File: config.mk
export PLATFORM = sky130hd
export DESIGN_NAME = config_regbank_flat
export DESIGN_NICKNAME = d
export VERILOG_FILES = /design/src/rtl/config_regbank_if.sv /design/src/rtl/config_regbank.sv /design/src/flat_wrapper.sv
export SDC_FILE = /design/constraint.sdc
export NUM_CORES = 1
export LEC_CHECK = 0
export CORE_ASPECT_RATIO = 0.75
export CORE_MARGIN = 2
export CORE_UTILIZATION = 25
export DETAILED_ROUTE_END_ITERATION = 12
export SETUP_SLACK_MARGIN = 0.02
export SYNTH_ARGS = -nofsm -noshare
export SYNTH_HDL_FRONTEND = slang
export SYNTH_SLANG_ARGS = --single-unit
File: constraint.sdc
create_clock -name clk_i -period 5.11 [get_ports clk_i]
set_input_delay 0.511 -clock clk_i [delete_from_list [all_inputs] [get_ports clk_i]]
set_output_delay 0.511 -clock clk_i [all_outputs]
set_load 0.03 [all_outputs]
File: src/rtl/config_regbank_if.sv
// config_regbank_if - pad-side host bus of the configuration register bank.
//
// Groups the write port, commit/snapshot requests and the readback port that
// a slow external host drives through GPIO pads.
//   master modport : host side (drives requests, observes wr_ack_o / mux_o)
//   slave modport  : register bank side
// Signals:
//   reg_wr_i   write request (asynchronous to the bank clock)
//   reg_adr_i  register address, $clog2(NREGS) bits
//   reg_dat_i  write data, DW bits
//   commit_i   shadow->active commit request (asynchronous)
//   wr_ack_o   toggles once per accepted write
//   mux_adr_i  readback select, $clog2(NMUX) bits
//   snap_i     snapshot request (asynchronous)
//   mux_o      registered readback lane, MW bits
interface config_regbank_if #(
  parameter int NREGS = 4,
  parameter int DW    = 16,
  parameter int NMUX  = 8,
  parameter int MW    = 8
);
  localparam int AW = $clog2(NREGS);
  localparam int SW = $clog2(NMUX);

  logic          reg_wr_i;
  logic [AW-1:0] reg_adr_i;
  logic [DW-1:0] reg_dat_i;
  logic          commit_i;
  logic          wr_ack_o;
  logic [SW-1:0] mux_adr_i;
  logic          snap_i;
  logic [MW-1:0] mux_o;

  modport master (
    output reg_wr_i, reg_adr_i, reg_dat_i, commit_i, mux_adr_i, snap_i,
    input  wr_ack_o, mux_o
  );

  modport slave (
    input  reg_wr_i, reg_adr_i, reg_dat_i, commit_i, mux_adr_i, snap_i,
    output wr_ack_o, mux_o
  );
endinterface

File: src/rtl/config_regbank.sv
// config_regbank - parametrised configuration register bank with pad-level
// write port, write-acknowledge toggle and coherent readback snapshot.
//
// Optional feature macro: CONFIG_REGBANK_SHADOW_EN
//   defined   : writes land in shadow registers, a commit_i rise copies all
//               shadows into the active registers in one cycle
//   undefined : writes update the active registers directly, commit_i ignored
//
// Ports:
//   clk_i    in   block clock
//   rst_n_i  in   asynchronous active-low reset
//   bus      slave modport of config_regbank_if (write/commit/snapshot
//            requests, address/data, wr_ack_o, readback select, mux_o)
//   regs_o   out  NREGS*DW flattened active registers, reg i at [i*DW +: DW]
//   mux_i    in   NMUX*MW flattened readback inputs, lane j at [j*MW +: MW]
module config_regbank #(
  parameter int                  NREGS   = 4,
  parameter int                  DW      = 16,
  parameter int                  NMUX    = 8,
  parameter int                  MW      = 8,
  parameter logic [NREGS*DW-1:0] RST_VAL = '0
) (
  input  logic                clk_i,
  input  logic                rst_n_i,
  config_regbank_if.slave     bus,
  output logic [NREGS*DW-1:0] regs_o,
  input  logic [NMUX*MW-1:0]  mux_i
);

  localparam int SW    = $clog2(NMUX);
  localparam int NLANE = 1 << SW;

  genvar gi;

  // ---------------------------------------------------------------------------
  // Pad synchronisers: bit 0 = write, bit 1 = commit, bit 2 = snapshot.
  // Two flops for metastability, a third as edge-detect history.
  // ---------------------------------------------------------------------------
  logic [2:0] pad_in;
  logic [2:0] s1_q, s2_q, s3_q;
  logic [2:0] rise;

  assign pad_in = {bus.snap_i, bus.commit_i, bus.reg_wr_i};

  always_ff @(posedge clk_i or negedge rst_n_i) begin
    if (!rst_n_i) begin
      s1_q <= '0;
      s2_q <= '0;
      s3_q <= '0;
    end else begin
      s1_q <= pad_in;
      s2_q <= s1_q;
      s3_q <= s2_q;
    end
  end

  assign rise = s2_q & ~s3_q;

  logic wr_rise, commit_rise, snap_rise, snap_mode;
  assign wr_rise     = rise[0];
  assign commit_rise = rise[1];
  assign snap_rise   = rise[2];
  assign snap_mode   = s2_q[2];

  // Address/data pins are sampled unsynchronised; the host keeps them stable
  // across the whole synchroniser delay.
  logic wr_hit;
  assign wr_hit = wr_rise && (32'(bus.reg_adr_i) < NREGS);

  // ---------------------------------------------------------------------------
  // Write acknowledge toggle
  // ---------------------------------------------------------------------------
  logic wr_ack_q, wr_ack_d;
  assign wr_ack_d = wr_ack_q ^ wr_hit;

  always_ff @(posedge clk_i or negedge rst_n_i) begin
    if (!rst_n_i) wr_ack_q <= 1'b0;
    else          wr_ack_q <= wr_ack_d;
  end

  assign bus.wr_ack_o = wr_ack_q;

  // ---------------------------------------------------------------------------
  // Configuration registers
  // ---------------------------------------------------------------------------
`ifndef CONFIG_REGBANK_SHADOW_EN
  logic unused_commit;
  assign unused_commit = commit_rise;
`endif

  generate
    for (gi = 0; gi < NREGS; gi++) begin : g_reg
      logic          sel;
      logic [DW-1:0] act_q, act_d;

      assign sel = wr_hit && (32'(bus.reg_adr_i) == gi);

`ifdef CONFIG_REGBANK_SHADOW_EN
      logic [DW-1:0] shd_q, shd_d;

      // Commit copies the pre-write shadow; a coincident write still lands in
      // the shadow and needs a later commit to become active.
      always_comb begin
        shd_d = shd_q;
        act_d = act_q;
        if (sel)         shd_d = bus.reg_dat_i;
        if (commit_rise) act_d = shd_q;
      end

      always_ff @(posedge clk_i or negedge rst_n_i) begin
        if (!rst_n_i) shd_q <= RST_VAL[gi*DW +: DW];
        else          shd_q <= shd_d;
      end
`else
      always_comb begin
        act_d = act_q;
        if (sel) act_d = bus.reg_dat_i;
      end
`endif

      always_ff @(posedge clk_i or negedge rst_n_i) begin
        if (!rst_n_i) act_q <= RST_VAL[gi*DW +: DW];
        else          act_q <= act_d;
      end

      assign regs_o[gi*DW +: DW] = act_q;
    end
  endgenerate

  // ---------------------------------------------------------------------------
  // Snapshot buffer and readback
  // ---------------------------------------------------------------------------
  logic [NMUX*MW-1:0] snap_q, snap_d, rd_src;

  assign snap_d = snap_rise ? mux_i : snap_q;

  always_ff @(posedge clk_i or negedge rst_n_i) begin
    if (!rst_n_i) snap_q <= '0;
    else          snap_q <= snap_d;
  end

  // Reading through snap_d makes the capture edge itself return captured
  // data, so snapshot mode never shows a stale buffer.
  assign rd_src = snap_mode ? snap_d : mux_i;

  // Lane table padded to a power of two; unused selects read zero.
  logic [MW-1:0] lanes [NLANE];

  generate
    for (gi = 0; gi < NLANE; gi++) begin : g_lane
      if (gi < NMUX) begin : g_used
        assign lanes[gi] = rd_src[gi*MW +: MW];
      end else begin : g_pad
        assign lanes[gi] = '0;
      end
    end
  endgenerate

  logic [MW-1:0] mux_q, mux_d;
  assign mux_d = lanes[bus.mux_adr_i];

  always_ff @(posedge clk_i or negedge rst_n_i) begin
    if (!rst_n_i) mux_q <= '0;
    else          mux_q <= mux_d;
  end

  assign bus.mux_o = mux_q;

endmodule

File: src/flat_wrapper.sv
// flat-port wrapper written by rule: the top's interface ports become plain ports
module config_regbank_flat 
#(
  parameter int                  NREGS   = 4,
  parameter int                  DW      = 16,
  parameter int                  NMUX    = 8,
  parameter int                  MW      = 8,
  parameter logic [NREGS*DW-1:0] RST_VAL = '0
)
  (clk_i, rst_n_i, regs_o, mux_i, bus_reg_wr_i, bus_reg_adr_i, bus_reg_dat_i, bus_commit_i, bus_mux_adr_i, bus_snap_i, bus_wr_ack_o, bus_mux_o);
  config_regbank_if #(.NREGS(NREGS), .DW(DW), .NMUX(NMUX), .MW(MW)) bus_i ();
  input  logic clk_i;
  input  logic rst_n_i;
  output logic [NREGS*DW-1:0] regs_o;
  input  logic [NMUX*MW-1:0] mux_i;
  input wire logic [$bits(bus_i.reg_wr_i)-1:0] bus_reg_wr_i;
  input wire logic [$bits(bus_i.reg_adr_i)-1:0] bus_reg_adr_i;
  input wire logic [$bits(bus_i.reg_dat_i)-1:0] bus_reg_dat_i;
  input wire logic [$bits(bus_i.commit_i)-1:0] bus_commit_i;
  input wire logic [$bits(bus_i.mux_adr_i)-1:0] bus_mux_adr_i;
  input wire logic [$bits(bus_i.snap_i)-1:0] bus_snap_i;
  output wire logic [$bits(bus_i.wr_ack_o)-1:0] bus_wr_ack_o;
  output wire logic [$bits(bus_i.mux_o)-1:0] bus_mux_o;
  assign bus_i.reg_wr_i = bus_reg_wr_i;
  assign bus_i.reg_adr_i = bus_reg_adr_i;
  assign bus_i.reg_dat_i = bus_reg_dat_i;
  assign bus_i.commit_i = bus_commit_i;
  assign bus_i.mux_adr_i = bus_mux_adr_i;
  assign bus_i.snap_i = bus_snap_i;
  assign bus_wr_ack_o = bus_i.wr_ack_o;
  assign bus_mux_o = bus_i.mux_o;
  config_regbank #(.NREGS(NREGS), .DW(DW), .NMUX(NMUX), .MW(MW), .RST_VAL(RST_VAL)) u_core (.clk_i(clk_i), .rst_n_i(rst_n_i), .bus(bus_i), .regs_o(regs_o), .mux_i(mux_i));
endmodule
## Yosys cells after proc, flatten, opt, wreduce, memory -nomap -nowiden

Index checks and enable logic that the tools add are counted.

- Equal/unequal tests: 3
- Bitwise operators: 4
- Multiplexer cells: 5
- $lt $le $gt $ge: 1
- Reductions and logical operators: 5

Operators by type and width:

| cell | number |
|---|---|
| 64-bit two-way mux | 2 |
| 8-bit binary-select mux with 3-bit select | 1 |
| 8-bit two-way mux | 2 |
| 2-bit == test (second input constant) | 2 |
| 4-bit >= comparator (second input constant) | 1 |
| 1-bit logical AND | 4 |
| 3-bit NOT with 4-bit output | 1 |
| 3-bit bitwise AND | 1 |
| 3-bit NOT | 1 |
| 2-bit by 1-bit == test with 1-bit output (second input constant) | 1 |
| 2-bit logical NOT | 1 |
| 1-bit bitwise XOR | 1 |

- Output and inout port bits: 73
- Input port bits: 90
- Register bits: 146

## Depth between registers and ports, before layout

- Depth after elaboration: 7
- Gate-level depth with buffers: 7

## Worst setup path after synthesis

OpenSTA, ideal clock, no wires.

- Path kind: in2reg
- From: input port bus_mux_adr_i[0]
- To: register u_core.mux_q[0], in the netlist u_core.bus.mux_o[0]
- Stages: 6
- Data arrival time: 1653 ps
- Required time: 4971 ps
- Path slack: 3319 ps
- Cell sequence: buf_2 -> nand2b_1 -> or2_0 -> buf_2 -> o22ai_1 -> or4_1

- Longest elaborated chain between the ends: 4

RTL lines:

| item | RTL line | text |
|---|---|---|
| start, declared | flat_wrapper.sv:20 | `input wire logic [$bits(bus_i.mux_adr_i)-1:0] bus_mux_adr_i;` |
| 3-bit NOT with 4-bit output (implied by the code) | config_regbank.sv:160 | `assign mux_d = lanes[bus.mux_adr_i];` |
| 8-bit binary-select mux with 3-bit select | config_regbank.sv:160 |  |
| 8-bit two-way mux (implied by the code) (2 in a row) | config_regbank.sv:160 |  |
| via u_core.mux_d[0] | config_regbank.sv:159 | `logic [MW-1:0] mux_q, mux_d;` |
| end signal, assigned | config_regbank.sv:164 | `else mux_q <= mux_d;` |
| end, declared | config_regbank.sv:159 |  |

The timed path passes the listed nets, and every way through them passes these cells. The select of a mux whose other input is x is not followed.
A chain may end at the register's enable or synchronous reset.

## Worst setup path in the final report

- From: register u_core.s3_q[2]
- To: register u_core.mux_q[7], in the netlist u_core.bus.mux_o[7]

- Longest elaborated chain between the ends: 7

RTL lines:

| item | RTL line | text |
|---|---|---|
| start, declared | config_regbank.sv:40 | `logic [2:0] s1_q, s2_q, s3_q;` |
| start signal, assigned | config_regbank.sv:53 | `s3_q <= s2_q;` |
| 3-bit NOT | config_regbank.sv:57 | `assign rise = s2_q & ~s3_q;` |
| 3-bit bitwise AND | config_regbank.sv:57 |  |
| 64-bit two-way mux | config_regbank.sv:135 | `assign snap_d = snap_rise ? mux_i : snap_q;` |
| 64-bit two-way mux | config_regbank.sv:144 | `assign rd_src = snap_mode ? snap_d : mux_i;` |
| 8-bit binary-select mux with 3-bit select | config_regbank.sv:160 |  |
| 8-bit two-way mux (implied by the code) (2 in a row) | config_regbank.sv:160 |  |
| via u_core.mux_d[7] | config_regbank.sv:159 |  |

The timed path passes the listed nets, and every way through them passes these cells. The select of a mux whose other input is x is not followed.

==> impl_metrics.toml <==
[logic_synthesis]
synthCells = 438
ys.flop_type = "dfrtp_1"
synth.ff_latch_count = 143
ys_warn_count = 0
synth-edff-count = 0
yosys-top-cells-count = "dfrtp_1 (143), mux2_2 (98), mux2i_1 (49)"
synth.top_cell.area_share_pct = 57.05
avgSynthCellArea_um2 = 14.32
yosysMostFrequentCell = "dfrtp_1"
synthArstFlopShare_pct = 100.0
ys_seq_area_share_pct = 57.05
synth_nets = 528
syn_area_um2 = 6272
netlist-cell-type-count = 31
synth_area_leaders = "dfrtp_1 (57%), mux2_2 (18%), mux2i_1 (7.8%)"
synth_top_area_cell = "dfrtp_1"

[final_layout]
n_antenna_cell = 0
multi_input_area_um2 = 2565
area_growth_pct = 39.66
num-fill-cells = 2394
register_area_um2 = 3578
drive_gt1_share_pct = 22.57
fin_nets = 685

[sta]
hold_viol = 0
rsz0062_at_grt = "false"
fmax_mhz = 350.3
final.setup.worst_slack_ns = 2.255
fin_skew_ns = 0.009853
setup_violations = 0
fin_setup_tns_ns = 0
final.period_utilization_pct = 55.86
whs_ns = 0.1391
layout_min_cycle_time_ns = 2.855
slew-limit-headroom_pct = 21.23
drv_slew = 0
worst_slew_pin_slew_ns = 1.175

[floorplanning]
io_pins = 163
die_w_um = 186.9
die-area_um2 = 26390
core_um2 = 24770
start_util_pct = 25.32
die_h_um = 141.2
row_count = 50

[power]
combinationalPowerShare_pct = 26.4
p_seq_share_pct = 40.7
ir_worst_vdd_v = 0.0001861
cellLeakagePower_nw = 3.730
p_int_mw = 2.478
switching_share_pct = 30.26
clkPwrFrac_pct = 32.9
netSwitchingPower_mw = 1.075
p_per_area_nw_per_um2 = 405.6

[detailed_routing]
drt_iter0_drc = 176
routedWlPerCell_um = 18.56
drt-pass1-iter-count = 4
drc_errors = 0
drtAntennaViolNets = 0
routed_wl_mm = 17.54
via_count = 4335
detail_route.vias_per_cell = 4.587

[grt]
overflow = 0
grt_pass1_wl_mm = 27.37
antenna_found_initial = 0
grt_pass1_vias = 4741
grt_max_degree = 85
grtUsageTotal_pct = 13.52

[worst_setup_path]
slowest_stage = "dfrtp_1"
max_stage_delay_ns = 0.77
worstSetupEndpoint = "u_core.bus.mux_o[7]"
r2r_slack_ns = 2.26
startpoint_type = "flop"
critPathBufInv = 1
r2r_end = "u_core.bus.mux_o[7]"
endpoint_kind = "flop"
cp.arrival_ns = 3.13
r2r_start = "u_core.s3_q[2]"
worstPathCellList = "nand2_2 > buf_4 > mux2i_1 > o22ai_1 > or4_1"
r2r_cells = 5
crit_start = "u_core.s3_q[2]"
critPathKind = "reg -> reg"
cp.depth = 5
worst-path-max-fanout = 26
worstPathRequired_ns = 5.39
path_delay_family = "simple AND/OR/NAND/NOR gates"

[placement]
portBuffers = 161
pre_cts_ws_ns = 2.148
globalplace.congestion = 0.7713
dp_hpwl_mm = 12.67

[clocking]
root_buffer = "clkbuf_16"
cts_setup_buffers = 0
cts_htree_levels = 4
clk_path_buf_depth = 2
cts_buffers = 17
post_cts_resized = 0
holdBufCountCts = 0
clock-sinks = 143
cts.clk_slew.worst_paths_ns = 0.06
cts_tree = "built"
clk_latency_ns = 0.41

[hold_path]
worstHoldPathType = "in -> async"

[job]
cap_viol_max_count = 0

[run_status]
outcome = "finished, final reports clean"
[cells by family after synthesis]
group / synth area share (%)
XOR/XNOR: 0.1397
buffers and inverters: 2.473
AND/OR/NAND/NOR: 3.710
multiplexers: 30.80
flip-flops: 57.05
AO/OA/AOI/OAI: 5.825
[flip-flops by register name, indices dropped and copies added (netlist names)]
signal / cells
u_core.snap_q: 64
u_core.s2_q: 2
u_core.bus.mux_o: 8
u_core.bus.wr_ack_o: 1
u_core.s1_q: 2
u_core.s3_q: 2
u_core.g.act_q: 64
[power by group through the flow]
stage,clock network [mW],logic (mW),registers [mW]
after floorplan,0,0.261,1.69
after global placement,0,0.927,1.45
after detailed placement,0,0.947,1.46
after CTS,1.21,0.950,1.45
after global routing,1.26,0.992,1.47
final,1.17,0.939,1.44
[layout by cell type, fill, tap and decap left out, drive strengths merged, types with 6 or more instances in the layout]
master	n
mux2i	49
clkinv	6
clkbuf	21
a211oi	10
clkdlybuf4s50	160
o22ai	22
and3	10
mux2	128
a21oi	10
dfrtp	143
nand2	7
[worst reg2reg max path, cell delays in order (launching register included)]
cell and delay (ns):
dfrtp_1 0.77, nand2_2 0.62, buf_4 0.48, mux2i_1 0.21, o22ai_1 0.09, or4_1 0.54
[how the worst min path moves through the flow]
stage	from	to	slack, ns	depth (start not counted)
CTS	rst_n_i	u_core.snap_q[46]	0.18	1
finish	rst_n_i	u_core.snap_q[46]	0.14	1
global placement	u_core.s1_q[2]	u_core.s2_q[2]	0.34	0
global route	rst_n_i	u_core.snap_q[46]	0.21	1
detailed placement	u_core.s1_q[2]	u_core.s2_q[2]	0.34	0
floorplan	rst_n_i	u_core.bus.mux_o[0]	0.22	0
[stage by stage]
step / power, mW / utilization (%) / instance area [µm²] / instances
floorplan: 1.955 / - / 6272 / 438
detailed placement: 2.411 / 33.14 / 8209 / 914
global route: 3.720 / 35.36 / 8760 / 945
finish: 3.553 / 35.36 / 8760 / 945
CTS: 3.604 / 35.36 / 8760 / 945
global placement: 2.375 / 33.14 / 8209 / 914
[layout make-up]
cell class	count	share of cell area (%)
clock inverter	10	1.028
timing repair buffer	165	18.75
sequential	143	40.85
tap	338	4.828
clock buffer	21	5.256
multi-input combinational	268	29.28
[per-layer routing]
layer  track usage, %  wire length (µm)
met5                0                 0
met3            3.759               767
met4            4.135               363
met1            17.97              8395
met2            21.48              8011
Note: power is estimated with default switching activity, not from simulation.
